[config.mk]
export PLATFORM = sky130hd
export DESIGN_NAME = fifo_rd_ctrl
export DESIGN_NICKNAME = d
export VERILOG_FILES = /design/src/rtl/fifo_rd_pkg.sv /design/src/rtl/fifo_rd_skid_buf.sv /design/src/rtl/fifo_rd_ctrl.sv
export SDC_FILE = /design/constraint.sdc
export NUM_CORES = 1
export LEC_CHECK = 0
export ABC_AREA = 1
export CORE_AREA = 3 3 51 53
export DETAILED_ROUTE_END_ITERATION = 10
export DIE_AREA = 0 0 54 56
export GPL_ROUTABILITY_DRIVEN = 0
export PLACE_DENSITY = 0.79
export RECOVER_POWER = 25
export SYNTH_ARGS = -nofsm -noshare
export SYNTH_HDL_FRONTEND = slang
export SYNTH_SLANG_ARGS = --single-unit
[constraint.sdc]
create_clock -name clk -period 1.7 [get_ports clk]
set_input_delay 0.17 -clock clk [delete_from_list [all_inputs] [get_ports clk]]
set_output_delay 0.17 -clock clk [all_outputs]
set_load 0.01 [all_outputs]
[src/rtl/fifo_rd_pkg.sv]
// Shared definitions for the FIFO read-side controller and its 2-entry skid buffer.
package fifo_rd_pkg;

  localparam int unsigned DEFAULT_WIDTH = 8;
  localparam int unsigned OCC_W         = 2;

  // Encoding doubles as the buffered word count.
  typedef enum logic [1:0] {
    S_EMPTY = 2'd0,
    S_ONE   = 2'd1,
    S_TWO   = 2'd2
  } skid_state_e;

  function automatic logic [OCC_W-1:0] occ_of(input skid_state_e s);
    return OCC_W'(s);
  endfunction

endpackage

[src/rtl/fifo_rd_skid_buf.sv]
// Two-entry skid buffer: head is the oldest word, tail is promoted to head on a pop.
module fifo_rd_skid_buf
  import fifo_rd_pkg::*;
#(
  parameter int unsigned WIDTH = DEFAULT_WIDTH
) (
  input  logic             clk,
  input  logic             rst,
  input  logic             i_push,
  input  logic [WIDTH-1:0] i_push_data,
  input  logic             i_pop,
  output logic [WIDTH-1:0] o_head,
  output skid_state_e      o_state
);

  logic [WIDTH-1:0] r_head;
  logic [WIDTH-1:0] r_tail;
  skid_state_e      r_state;

  always_ff @(posedge clk) begin
    if (rst) begin
      r_state <= S_EMPTY;
      r_head  <= '0;
      r_tail  <= '0;
    end else begin
      case (r_state)
        S_EMPTY: begin
          if (i_push) begin
            r_head  <= i_push_data;
            r_state <= S_ONE;
          end
        end
        S_ONE: begin
          if (i_push && i_pop) begin
            r_head <= i_push_data;
          end else if (i_push) begin
            r_tail  <= i_push_data;
            r_state <= S_TWO;
          end else if (i_pop) begin
            r_state <= S_EMPTY;
          end
        end
        S_TWO: begin
          // Upstream flow control never pushes into a full buffer without a pop.
          if (i_pop) begin
            r_head <= r_tail;
            if (i_push) begin
              r_tail <= i_push_data;
            end else begin
              r_state <= S_ONE;
            end
          end
        end
        default: r_state <= S_EMPTY;
      endcase
    end
  end

  assign o_head  = r_head;
  assign o_state = r_state;

endmodule

[src/rtl/fifo_rd_ctrl.sv]
// Read-side controller for an async FIFO: issues pops, tracks the returning word, feeds a skid buffer.
// Optional transfer counter output rd_cnt is built when FIFO_RD_CNT_EN is defined.
module fifo_rd_ctrl
  import fifo_rd_pkg::*;
#(
  parameter int unsigned WIDTH = DEFAULT_WIDTH,
  parameter int unsigned CNT_W = 16
) (
  input  logic             clk,
  input  logic             rst,
  input  logic             fifo_empty,
  output logic             fifo_rd_en,
  input  logic [WIDTH-1:0] fifo_rd_data,
  output logic             out_valid,
  output logic [WIDTH-1:0] out_data,
  input  logic             out_ready
`ifdef FIFO_RD_CNT_EN
  ,
  output logic [CNT_W-1:0] rd_cnt
`endif
);

  logic             r_inflight;
  skid_state_e      w_state;
  logic [WIDTH-1:0] w_head;
  logic [1:0]       w_occ;
  logic [2:0]       w_load;
  logic             w_transfer;
  logic             w_capture;

  assign w_occ      = occ_of(w_state);
  assign w_load     = 3'(w_occ) + 3'(r_inflight);
  assign out_valid  = ~rst & (w_state != S_EMPTY);
  assign out_data   = rst ? '0 : w_head;
  assign w_transfer = out_valid & out_ready;
  assign w_capture  = r_inflight;

  // A pop is allowed when a slot is guaranteed free once the in-flight word lands.
  assign fifo_rd_en = ~fifo_empty & ~rst & ((w_load < 3'd2) | w_transfer);

  always_ff @(posedge clk) begin
    if (rst) begin
      r_inflight <= 1'b0;
    end else begin
      r_inflight <= fifo_rd_en;
    end
  end

  fifo_rd_skid_buf #(
    .WIDTH (WIDTH)
  ) u_skid (
    .clk         (clk),
    .rst         (rst),
    .i_push      (w_capture),
    .i_push_data (fifo_rd_data),
    .i_pop       (w_transfer),
    .o_head      (w_head),
    .o_state     (w_state)
  );

`ifdef FIFO_RD_CNT_EN
  logic [CNT_W-1:0] r_rd_cnt;

  always_ff @(posedge clk) begin
    if (rst) begin
      r_rd_cnt <= '0;
    end else if (w_transfer) begin
      r_rd_cnt <= r_rd_cnt + CNT_W'(1);
    end
  end

  assign rd_cnt = r_rd_cnt;
`else
  localparam int unsigned CNT_W_UNUSED = CNT_W;
`endif

endmodule
==> metrics list, run 1 <==
* Post-Synthesis Cells: 169
- Kind of launch point of the worst setup path: primary input
* Fin crit period: 1620 ps
- In this run the number of H-tree levels came out at 1.
- Drt drc: 0
- Leakage: approximately 0.00063 µW
- Part of the Yosys area used for sequential elements: 0.361
* Peak VDD IR: 477 µV
- Summed over all instances, the cell type with the most area after synthesis is sky130_fd_sc_hd__dfxtp_1.
* Ports placed on the boundary: 22
* Cts bufs inserted: 3
* Hold path endpoint: r_inflight
- For the final database, setup skew stands at approximately 4.8 ps.
- Worst min-delay path category: in -> reg
- Worst Hold Depth: 2
* Final setup violation count: 0
- Vias per Instance: around 4.7
- The clock net in this run drives a total of 19 sinks.
- TritonCTS built the clock tree.
- Worst path bufs/invs: 3
- FF-to-FF Start: u_skid.o_state[0]
- Share of final-layout standard cells stronger than drive strength 1: 0.0974
- The max-slew violation total from the final report is 0.
* Placement row count: 17
* Hold slack final: 436 ps
- Post-synthesis instance area: 1050 µm²
* Number of buffers on the longest clock path: 2
- Biggest cell delay along the critical path: 540 ps
- Wires add up to roughly 2100 µm.
- Floorplan die width: roughly 54 µm
- Input and output buffers added on the ports amount to 21.
- After the last flow step, the layout net total stands at 208.
- The critical path goes through clkdlybuf4s50_1 > buf_4 > nor2_1 > clkdlybuf4s50_1.
- In the final routed layout, each cell accounts on average for 9.61 µm.
- Measured in cells, the most critical reg-to-reg path has a length of 8.
- In this run, post-CTS hold repair placed 0 buffers.
- In this run the remaining antenna-violating nets after routing total 0.
* Most common cell in the synthesized netlist: sky130_fd_sc_hd__nor2_1
* Overall power: 1020 µW
- Ranked by total cell area, the synthesized netlist is headed by sky130_fd_sc_hd__dfxtp_1 36%, sky130_fd_sc_hd__nor2_1 12%, sky130_fd_sc_hd__inv_1 12%, sky130_fd_sc_hd__nand2_1 10%, sky130_fd_sc_hd__o21ai_0 9.5%.
- For this run, the top clock speed supported by timing is 0.618 GHz.
* Synth cell count leaders: 35 x sky130_fd_sc_hd__nor2_1, 34 x sky130_fd_sc_hd__inv_1, 29 x sky130_fd_sc_hd__nand2_1, 20 x sky130_fd_sc_hd__o21ai_0, 19 x sky130_fd_sc_hd__dfxtp_1
- Crit path max fanout: 11
* Total iterations of the first detailed-routing run: 4
- The number of antenna violations at the first check in global routing came to 0.
* Pwr per Cell Area: 761 nW/µm²
- The first global-routing pass estimated 3640 µm of wire.
- Dividing the final minimum period by the clock period gives 0.951.
- For the pin with the worst max-slew slack, the measured transition is between 300 and 400 ps.
- Count of yosys warnings during synthesis: 0
* Status: finished clean
* Routed via count: between 1,000 and 1,500
- The final hold violation count came to 0.
* Cell variety after synth: 18
- The region available for standard cell placement spans 2190 µm².
* Starting density of the core: 0.480
- The endpoint identified for the worst register-to-register timing path is u_skid.o_head[4].
* Final HPWL from detailed placement: 1650 µm
- Of all flip-flops after synthesis, the portion carrying an async set or reset was 0.
- Vias in the first global route: 884
- Slew Limit Headroom: 0.782
* CP arrival: 1450 ps
- The tree is rooted in a sky130_fd_sc_hd__clkbuf_4.
- Ant diodes: 0
- The later pin in the worst-skew pair is clocked with a latency of 300 ps.
- Counting flops with a built-in enable in the synthesized netlist gives 0.
* Mapped Nets: 181
- The floorplan step set the die height to about 56 µm.
* Syn Area/Cell: 6.23 µm²
* Clk pin slew, worst setup/hold paths: 110 ps
* CP Capture Type: primary output
- After the first detailed-routing iteration, the DRC count stood at 20.
- Grt total ovfl: 0
- RSZ-0062 raised after global routing: no
- Cell family with most CP delay: buffers and inverters
- Entering global routing, the biggest net connects 17 pins.
- The slowest stage of the critical path is the sky130_fd_sc_hd__clkdlybuf4s50_1 cell.
- In this design, the critical path's most frequently occurring cell is sky130_fd_sc_hd__clkdlybuf4s50_1.
* Register-to-register setup slack: 230 ps
- The area growth from synthesis to layout is 26.8%.
- At the worst endpoint, the required time is 1530 ps.
* Max-cap viol count: 0
- Hold Path Origin: fifo_empty
- Total routing resource utilization after global routing: 0.159
- Most used flip-flop cell after synthesis: sky130_fd_sc_hd__dfxtp_1
- The share of synthesized area in the top cell type comes to 0.361.
- DIE AREA: 3020 µm²
- Flops & latches, synth: 19
- By startpoint and endpoint, the worst setup path is classified as in -> out.
==> power by group <==
group | leakage [µW] | switching, µW | internal [µW]
sequential | 0.000155 | 20.2 | 486
combinational | 0.000459 | 153 | 120
clock | 0.0000177 | 148 | 87.8
==> metal layers <==
metal,share of wire,vias to the layer above,track usage
met4,0.017,0,0.0747
met5,0,-,0
met2,0.47,26,0.247
li1,-,566,-
met1,0.46,460,0.209
met3,0.058,4,0.0241
==> stage by stage <==
stage | TNS (ps) | utilization | instances | instance area, µm² | setup slack, ps
after floorplan | 0 | - | 169 | 1050 | 449
after global placement | 0 | 0.599 | 219 | 1310 | 41.3
after detailed placement | -9.96 | 0.599 | 219 | 1310 | -9.96
after CTS | 0 | 0.611 | 223 | 1340 | 68.2
after global routing | 0 | 0.609 | 223 | 1330 | 8.13
final | 0 | 0.609 | 223 | 1330 | 83.2
==> logic make-up (layout without fill, tap and decap cells) <==
kind of cell           after synthesis  in the layout  share of synthesized area
buffers and inverters               42             68                      0.158
and+or+nand+nor                     81             81                      0.337
AOI/OAI and AO/OA                   27             27                      0.144
DFF                                 19             19                      0.361
==> flip-flops by register name, indices dropped and copies added (netlist names) <==
| signal | count |
|---|---|
| u_skid.o_head | 8 |
| u_skid.r_tail | 8 |
| u_skid.o_state | 2 |
| r_inflight | 1 |
==> timing repair <==
item                                    CTS  global route
resized for setup                         4             0
endpoints found under the setup margin    2             0
buffers inserted                          0             0
==> placed cells by master, fill, tap and decap left out, types with 2 or more instances in the layout <==
| master | Yosys | final |
|---|---|---|
| sky130_fd_sc_hd__nor2_1 | 35 | 35 |
| sky130_fd_sc_hd__nand2_4 | 2 | 2 |
| sky130_fd_sc_hd__o211ai_1 | 2 | 2 |
| sky130_fd_sc_hd__dfxtp_1 | 19 | 19 |
| sky130_fd_sc_hd__inv_1 | 34 | 33 |
| sky130_fd_sc_hd__clkbuf_4 | 0 | 3 |
| sky130_fd_sc_hd__buf_4 | 0 | 5 |
| sky130_fd_sc_hd__inv_2 | 4 | 5 |
| sky130_fd_sc_hd__nand3_1 | 10 | 10 |
| sky130_fd_sc_hd__clkdlybuf4s50_1 | 0 | 19 |
| sky130_fd_sc_hd__dlygate4sd2_1 | 0 | 2 |
| sky130_fd_sc_hd__a21oi_1 | 4 | 4 |
| sky130_fd_sc_hd__o21ai_0 | 20 | 20 |
| sky130_fd_sc_hd__nand2_1 | 29 | 30 |
==> final cells by class <==
class / count / area, µm²
timing repair buffer: 26 / 245
clock inverter: 1 / 5.00
clock buffer: 3 / 22.5
multi-input combinational: 108 / 503
fill: 218 / 857
sequential: 19 / 380
tap: 28 / 35.0
inverter: 38 / 143
==> how the worst max path moves through the flow <==
stage | from | endpoint | slack, ps | depth (start not counted)
detailed placement | rst | fifo_rd_en | -10 | 5
CTS | rst | out_data[1] | 70 | 4
finish | rst | out_data[1] | 80 | 4
floorplan | u_skid.o_state[1] | u_skid.r_tail[0] | 450 | 8
global route | rst | out_data[3] | 8 | 4
global placement | rst | fifo_rd_en | 40 | 5
No activity file was read; power rests on OpenSTA's default activity.
==> inputs of run 2 (changes only) <==
--- a/config.mk
+++ b/config.mk
@@ -5,12 +5,11 @@
 export SDC_FILE = /design/constraint.sdc
 export NUM_CORES = 1
 export LEC_CHECK = 0
-export ABC_AREA = 1
-export CORE_AREA = 3 3 51 53
+export CORE_AREA = 3 3 50 52
 export DETAILED_ROUTE_END_ITERATION = 10
-export DIE_AREA = 0 0 54 56
+export DIE_AREA = 0 0 53 55
 export GPL_ROUTABILITY_DRIVEN = 0
-export PLACE_DENSITY = 0.79
+export PLACE_DENSITY = 0.8
 export RECOVER_POWER = 25
 export SYNTH_ARGS = -nofsm -noshare
 export SYNTH_HDL_FRONTEND = slang
==> metrics list, run 2 <==
* Status: finished clean
- Most used flip-flop cell after synthesis: sky130_fd_sc_hd__dfxtp_1
* Final Net Count: 142 (-32%)
- Final standard cell utilization of the core: 0.602 (-0.00658)
- The number of inserted diodes came to 0 (unchanged).
- The post-DP HPWL was 1520 µm (-7.6%).
- The max-slew violation total from the final report came to 0 (unchanged).
* Routed via count: 800 (-24%)
- Among all cell types in the netlist, the one instantiated most often is sky130_fd_sc_hd__dfxtp_1.
- The proportion of synthesized flip-flops having asynchronous set or reset came to 0 (unchanged).
- Synth cell count leaders: 19 x sky130_fd_sc_hd__dfxtp_1, 17 x sky130_fd_sc_hd__mux2i_1, 17 x sky130_fd_sc_hd__nand2b_1, 14 x sky130_fd_sc_hd__nor2_1, 12 x sky130_fd_sc_hd__nor2b_1
- Overall power: 896 µW (-12%)
* Tightest Pin Transition: 457 ps (+131 ps)
- Count of buffers inserted at the top-level ports: 21 (unchanged)
- Routed wire length: 1980 µm (-7.7%)
- Sinks on Clock Net: 19 (unchanged)
- The number of routed nets with antenna violations is 0 (unchanged).
- Floorplan die width: 53 µm (-1.9%)
* Fill cells: 197 (-9.6%)
- Post-synthesis instance area: 1020 µm² (-3.3%)
* Clk pin slew, worst setup/hold paths: 100 ps (about the same)
* Peak VDD IR: 344 µV (-28%)
- STA classifies the critical path startpoint as a primary input.
- RSZ-0062 raised after global routing: no
- Core Region: 2150 µm² (-1.9%)
- In this run the clock root is driven by a sky130_fd_sc_hd__clkbuf_4.
- The area share of the leading cell type in the synthesized netlist came to 0.374 (+0.0124).
* Cell types occupying the most area after synthesis: sky130_fd_sc_hd__dfxtp_1 37%, sky130_fd_sc_hd__mux2i_1 17%, sky130_fd_sc_hd__nand2b_1 10%, sky130_fd_sc_hd__a211oi_2 9.8%, sky130_fd_sc_hd__nor2b_1 7.4%
- The total overflow reported by the global router was 0 (unchanged).
- The average cell area after synthesis was 9.60 µm² (+54%).
- Total iterations of the first detailed-routing run: 2 (-2)
* Cell variety after synth: 16 (-2)
* TritonCTS clock tree: yes
- The number of clock buffers inserted by TritonCTS is 3 (unchanged).
* Most frequent cells in the layout: 18 x sky130_fd_sc_hd__clkdlybuf4s50_1, 17 x sky130_fd_sc_hd__nand2b_1, 17 x sky130_fd_sc_hd__mux2i_1, 17 x sky130_fd_sc_hd__dfxtp_1, 14 x sky130_fd_sc_hd__nor2_1
- The final hold violation count is 0 (unchanged).
* Vias in the first global route: 801 (-9.4%)
- Maximum clock rate: 0.645 GHz (+4.2%)
- Flops & latches, synth: 19 (unchanged)
* First-pass GRT wire length: 3420 µm (-5.9%)
* Vias per Instance: 5.10 (+7.6%)
- In this run the worst hold path is classified as in -> reg.
* CP Capture Type: flip-flop
* Total routing resource utilization after global routing: 0.163 (+0.00406)
- Leaving out fill and tap cells, the most frequent cell in the layout is sky130_fd_sc_hd__clkdlybuf4s50_1.
- Postcts setup bufs: 0 (unchanged)
* Register-to-register setup slack: 280 ps (+50 ps)
- The number of DRC violations after detailed routing was 0 (unchanged).
- DR WL/cell: 12.6 µm (+31%)
- The maximum buffer depth of the clock tree came to 2 (unchanged).
* Ports placed on the boundary: 22 (unchanged)
- The highest fanout seen on the critical path came to 8 (-3).
* Number of flops mapped to enable cells by yosys: 0 (unchanged)
- The number of nets produced by synthesis was 118 (-35%).
* Number of cells on the worst reg-to-reg path: 4 (-4)
- The number of antenna violations at the first check in global routing was 0 (unchanged).
- Relative to the synthesized area, the layout overhead comes to 27.2%.
* Maximum number of pins on one net before global-route repair: 17 (unchanged)
* Post-Synthesis Cells: 106 (-37%)
- The cell leakage power was 0.000512 µW (-19%).
* Count of yosys warnings during synthesis: 0 (unchanged)
* DIE AREA: 2920 µm² (-3.6%)
- Final setup skew: 2.33 ps (-2.46 ps)
* Fin crit share: 0.912 (-0.0387)
- The data required time of the worst path came to 1920 ps (+390 ps).
- DR iter-0 viols: 6 (-70%)
* Final setup violation count: 0 (unchanged)
- Fin crit period: 1550 ps (-65.9 ps)
- The arrival time at the worst endpoint is 1780 ps (+330 ps).
* Starting density of the core: 0.474 (-0.00680)
* Share of final-layout standard cells stronger than drive strength 1: 0.163 (+0.0654)
- The level count of the clock H-tree came to 1 (unchanged).
* Placement row count: 17 (unchanged)
- The biggest area contributor in the post-synthesis netlist is sky130_fd_sc_hd__dfxtp_1.
- Slew Limit Headroom: 0.695 (-0.0866)
* Max-cap viol count: 0 (unchanged)
- The number of cells on the worst hold path came to 3 (+1).
* Critical path type: in -> reg
- The latest clock arrival within the worst-skew pair is 290 ps (about the same).
- The sequential fraction of the synthesis area is 0.374 (+0.0124).
* Pwr per Cell Area: 693 nW/µm² (-9.0%)
- The die boundary height came to 55 µm (-1.8%).
run 2: worst paths after layout:
path,start,end
setup / recovery,out_ready,u_skid.r_tail[3]
hold reg to reg,u_skid.r_tail[5],u_skid.r_tail[5]
setup reg to reg,r_inflight,u_skid.o_head[7]
hold / removal,rst,u_skid.o_state[0]
run 2: timing repair:
item	in CTS	in global routing
endpoints found under the setup margin	7	1
resized for setup	4	2
hold buffers	0	0
run 2: cells by family after synthesis:
family / count (synthesis) / share of synthesized area
compound gates: 14 / 0.146
buf+inv: 8 / 0.0418
flops: 19 / 0.374
mux: 17 / 0.167
simple gates: 48 / 0.271
run 2: critical path: stages:
cell	delay [ps]
sky130_fd_sc_hd__clkdlybuf4s50_1	490
sky130_fd_sc_hd__nor2b_1	210
sky130_fd_sc_hd__nor3b_1	210
sky130_fd_sc_hd__o21a_1	450
sky130_fd_sc_hd__mux2i_1	240
run 2: routing by layer:
metal / up-vias / GRT usage / part of all wire
li1: 409 / - / -
met1: 378 / 0.187 / 0.41
met2: 11 / 0.298 / 0.55
met3: 2 / 0.0241 / 0.034
met4: 0 / 0.0766 / 0.0086
met5: - / 0 / 0
run 2: metrics by stage:
stage / setup WS, ps / area (µm²) / TNS, ps / hold WS, ps / cells
after floorplan: 355 / 1020 / 0 / 247 / 106
after global placement: -46.2 / 1260 / -412 / 457 / 153
after detailed placement: -179 / 1260 / -1480 / 473 / 153
after CTS: 55.9 / 1290 / 0 / 415 / 157
after global routing: 32.3 / 1290 / 0 / 422 / 157
final: 149 / 1290 / 0 / 421 / 157
run 2: power breakdown:
part | internal [µW] | leakage [µW] | switching [µW]
logic | 105 | 0.000340 | 83.8
registers | 470 | 0.000156 | 15.2
clock network | 91.2 | 0.0000150 | 132
total | 666 | 0.000512 | 231
run 2: area by class of cell:
cell class                 instances  area (µm²)  area share
timing repair buffer              27         255       0.197
tap                               28        35.0      0.0271
sequential                        19         383       0.296
clock buffer                       4        26.3      0.0203
multi-input combinational         79         594       0.459
==> inputs of run 3 (changes only) <==
--- a/config.mk
+++ b/config.mk
@@ -5,9 +5,9 @@
 export SDC_FILE = /design/constraint.sdc
 export NUM_CORES = 1
 export LEC_CHECK = 0
-export CORE_AREA = 3 3 50 52
+export CORE_AREA = 2 2 49 51
 export DETAILED_ROUTE_END_ITERATION = 10
-export DIE_AREA = 0 0 53 55
+export DIE_AREA = 0 0 51 53
 export GPL_ROUTABILITY_DRIVEN = 0
 export PLACE_DENSITY = 0.8
 export RECOVER_POWER = 25
==> metrics list, run 3 (synthesized netlist as in run 2, its figures left out) <==
* Status: finished clean
- Storage element area: 383 µm² (unchanged)
* Critical path type: in -> reg
* Maximum clock rate: 0.635 GHz (-1.4%)
- The number of inserted diodes is 0 (unchanged).
- Share of final-layout standard cells stronger than drive strength 1: 0.142 (-0.0211)
- Destination of the worst register-to-register timing path: u_skid.o_head[7]
- Routed wire length: 1880 µm (-5.2%)
* Vias in the first global route: 695 (-13%)
- Final Cell Area: 1280 µm² (-1.2%)
- Final setup violation count: 0 (unchanged)
* FF-to-FF Start: u_skid.o_state[0]
* CP cell instances: clkdlybuf4s50_1 > nor2b_1 > nor3b_1 > o21a_1 > mux2i_1
* Max-cap viol count: 0 (unchanged)
- The data required time of the worst path was 1930 ps (about the same).
* Fill cells: 188 (-4.6%)
- Final HPWL from detailed placement: 1400 µm (-7.9%)
* Count of buffers inserted at the top-level ports: 21 (unchanged)
- Number of cells on the worst reg-to-reg path: 4 (unchanged)
* Total iterations of the first detailed-routing run: 4 (+2)
- The effective utilization at floorplan is 0.474 (unchanged).
* Sinks on Clock Net: 19 (unchanged)
- The wire length per cell was 12.1 µm (-3.9%).
- The total global-route track usage came to 0.144 (-0.0190).
- The final standard cell count with taps included and fillers excluded is 155 (-1.3%).
* Cell area reported after detailed placement: 1250 µm² (-1.2%)
- Floorplan die width: 51 µm (-3.8%)
- The number of antenna violations at the first check in global routing was 0 (unchanged).
- The number of clock buffers inserted by TritonCTS came to 3 (unchanged).
- The final critical-path share of the clock period is 0.926 (+0.0134).
- Final Net Count: 140 (-1.4%)
- The most critical setup path has its endpoint at u_skid.r_tail[6].
- The largest individual stage delay along the critical path comes from the cell sky130_fd_sc_hd__clkdlybuf4s50_1.
- Leakage: 0.000505 µW (-1.3%)
- The final setup skew came to 3.63 ps (+1.30 ps).
- The total setup buffers inserted after CTS came to 0 (unchanged).
- The first-pass GRT wire length is 2880 µm (-16%).
- The min-delay analysis places its worst path in the category in -> reg.
- Count of cell instances traversed by the critical path: 5 (unchanged)
* Worst path bufs/invs: 1 (unchanged)
* Syn-to-layout area delta: 25.7%
* Most frequent cells in the layout: 17 x sky130_fd_sc_hd__nand2b_1, 17 x sky130_fd_sc_hd__mux2i_1, 17 x sky130_fd_sc_hd__dfxtp_1
- Peak VDD IR: 605 µV (+76%)
- The worst slew slack as a fraction of its limit came to 0.673 (-0.0216).
- The hold-fix buffer count after cts is 0 (unchanged).
- Routed via count: 785 (-1.9%)
- The power density of the placed cells came to 701 nW/µm² (+1.3%).
- The latest clock arrival within the worst-skew pair was 300 ps (about the same).
- The worst setup slack for register-to-register paths is 180 ps (-100 ps).
- The critical path starts at out_ready.
* Core Region: 2150 µm² (unchanged)
* Kind of launch point of the worst setup path: primary input
* CP Capture Type: flip-flop
- Final hold violation count: 0 (unchanged)
- Number of buffers on the longest clock path: 2 (unchanged)
- The max-slew violation total from the final report came to 0 (unchanged).
- DR iter-0 viols: 22 (+16)
- The level count of the clock H-tree came to 1 (unchanged).
- The clock edge transition at the registers on the reported setup and hold paths was 100 ps (about the same).
- Die H: 53 µm (-3.6%)
- The number of routed nets with antenna violations was 0 (unchanged).
- The post-placement cell count is 151 (-1.3%).
- Cell family with most CP delay: buffers and inverters
- The count of boundary I/O pins came to 22 (unchanged).
- Clock tree root buffer cell: sky130_fd_sc_hd__clkbuf_4
- Tightest Pin Transition: 490 ps (+32.4 ps)
* Maximum number of pins on one net before global-route repair: 17 (unchanged)
- Area of combinational cells with multiple inputs: 594 µm² (unchanged)
- TritonCTS built the clock tree.
- RSZ-0062 raised after global routing: no
* Vias per Instance: 5.06 (-0.61%)
* Fin crit period: 1570 ps (+22.7 ps)
- Drt drc: 0 (unchanged)
- Placement row count: 17 (unchanged)
- DIE AREA: 2700 µm² (-7.3%)
* Grt total ovfl: 0 (unchanged)
* Biggest cell delay along the critical path: 490 ps (about the same)
- The arrival time at the worst endpoint was 1800 ps (+20 ps).
- The highest fanout seen on the critical path is 8 (unchanged).
run 3: cell count changes in the layout (fill, tap and decap cells not counted):
| cell | delta |
|---|---|
| sky130_fd_sc_hd__clkdlybuf4s25_1 | +4 |
| sky130_fd_sc_hd__clkdlybuf4s50_1 | -4 |
| sky130_fd_sc_hd__buf_4 | -3 |
| sky130_fd_sc_hd__clkbuf_1 | +1 |
| sky130_fd_sc_hd__dlygate4sd2_1 | -1 |
| sky130_fd_sc_hd__dlymetal6s2s_1 | +1 |
run 3: cell type report:
cell class | instances | area share
flip-flops and latches | 19 | 0.299
well taps | 28 | 0.0274
multi-input cells | 79 | 0.465
clock buffers | 4 | 0.0205
repair buffers | 25 | 0.188
run 3: worst min path at each step:
stage                      from          endpoint  slack [ps]  cells past startpoint
6_report                    rst  u_skid.o_head[1]         310                      3
5_1_grt                     rst  u_skid.o_head[1]         340                      3
4_1_cts              fifo_empty        r_inflight         440                      2
3_5_place_dp   u_skid.r_tail[7]  u_skid.r_tail[7]         470                      2
3_3_place_gp   u_skid.r_tail[7]  u_skid.r_tail[7]         460                      2
2_1_floorplan        fifo_empty        r_inflight         250                      1
run 3: per-layer routing:
metal	track usage	share of wire	routed length, µm	vias to the layer above
li1	-	-	-	403
met1	0.159	0.44	833	363
met2	0.273	0.51	958	16
met3	0.0254	0.036	67	3
met4	0.0541	0.0091	17	0
met5	0	0	0	-
run 3: stage by stage:
stage / utilization / power (µW) / setup slack (ps) / hold slack, ps / setup TNS (ps)
global placement: 0.582 / 677 / -51.0 / 457 / -439
global route: 0.595 / 937 / 19.9 / 337 / 0
detailed placement: 0.582 / 683 / -149 / 471 / -1070
finish: 0.595 / 897 / 126 / 308 / 0
floorplan: - / 611 / 355 / 247 / 0
CTS: 0.593 / 904 / 11.1 / 436 / 0
run 3: what timing repair did:
item                                    in CTS  in global routing
pin swaps                                    0                  0
resized for setup                            3                  7
endpoints found under the setup margin       2                  8
endpoints found under the hold margin        0                  0
run 3: tightest hold or removal path, stage by stage:
cell and delay, ps:
sky130_fd_sc_hd__dlymetal6s2s_1 170, sky130_fd_sc_hd__buf_6 180, sky130_fd_sc_hd__a211oi_2 40
run 3: power breakdown:
| part | internal, µW | switching (µW) |
|---|---|---|
| clock network | 91.4 | 136 |
| registers | 470 | 15.9 |
| logic | 101 | 82.3 |
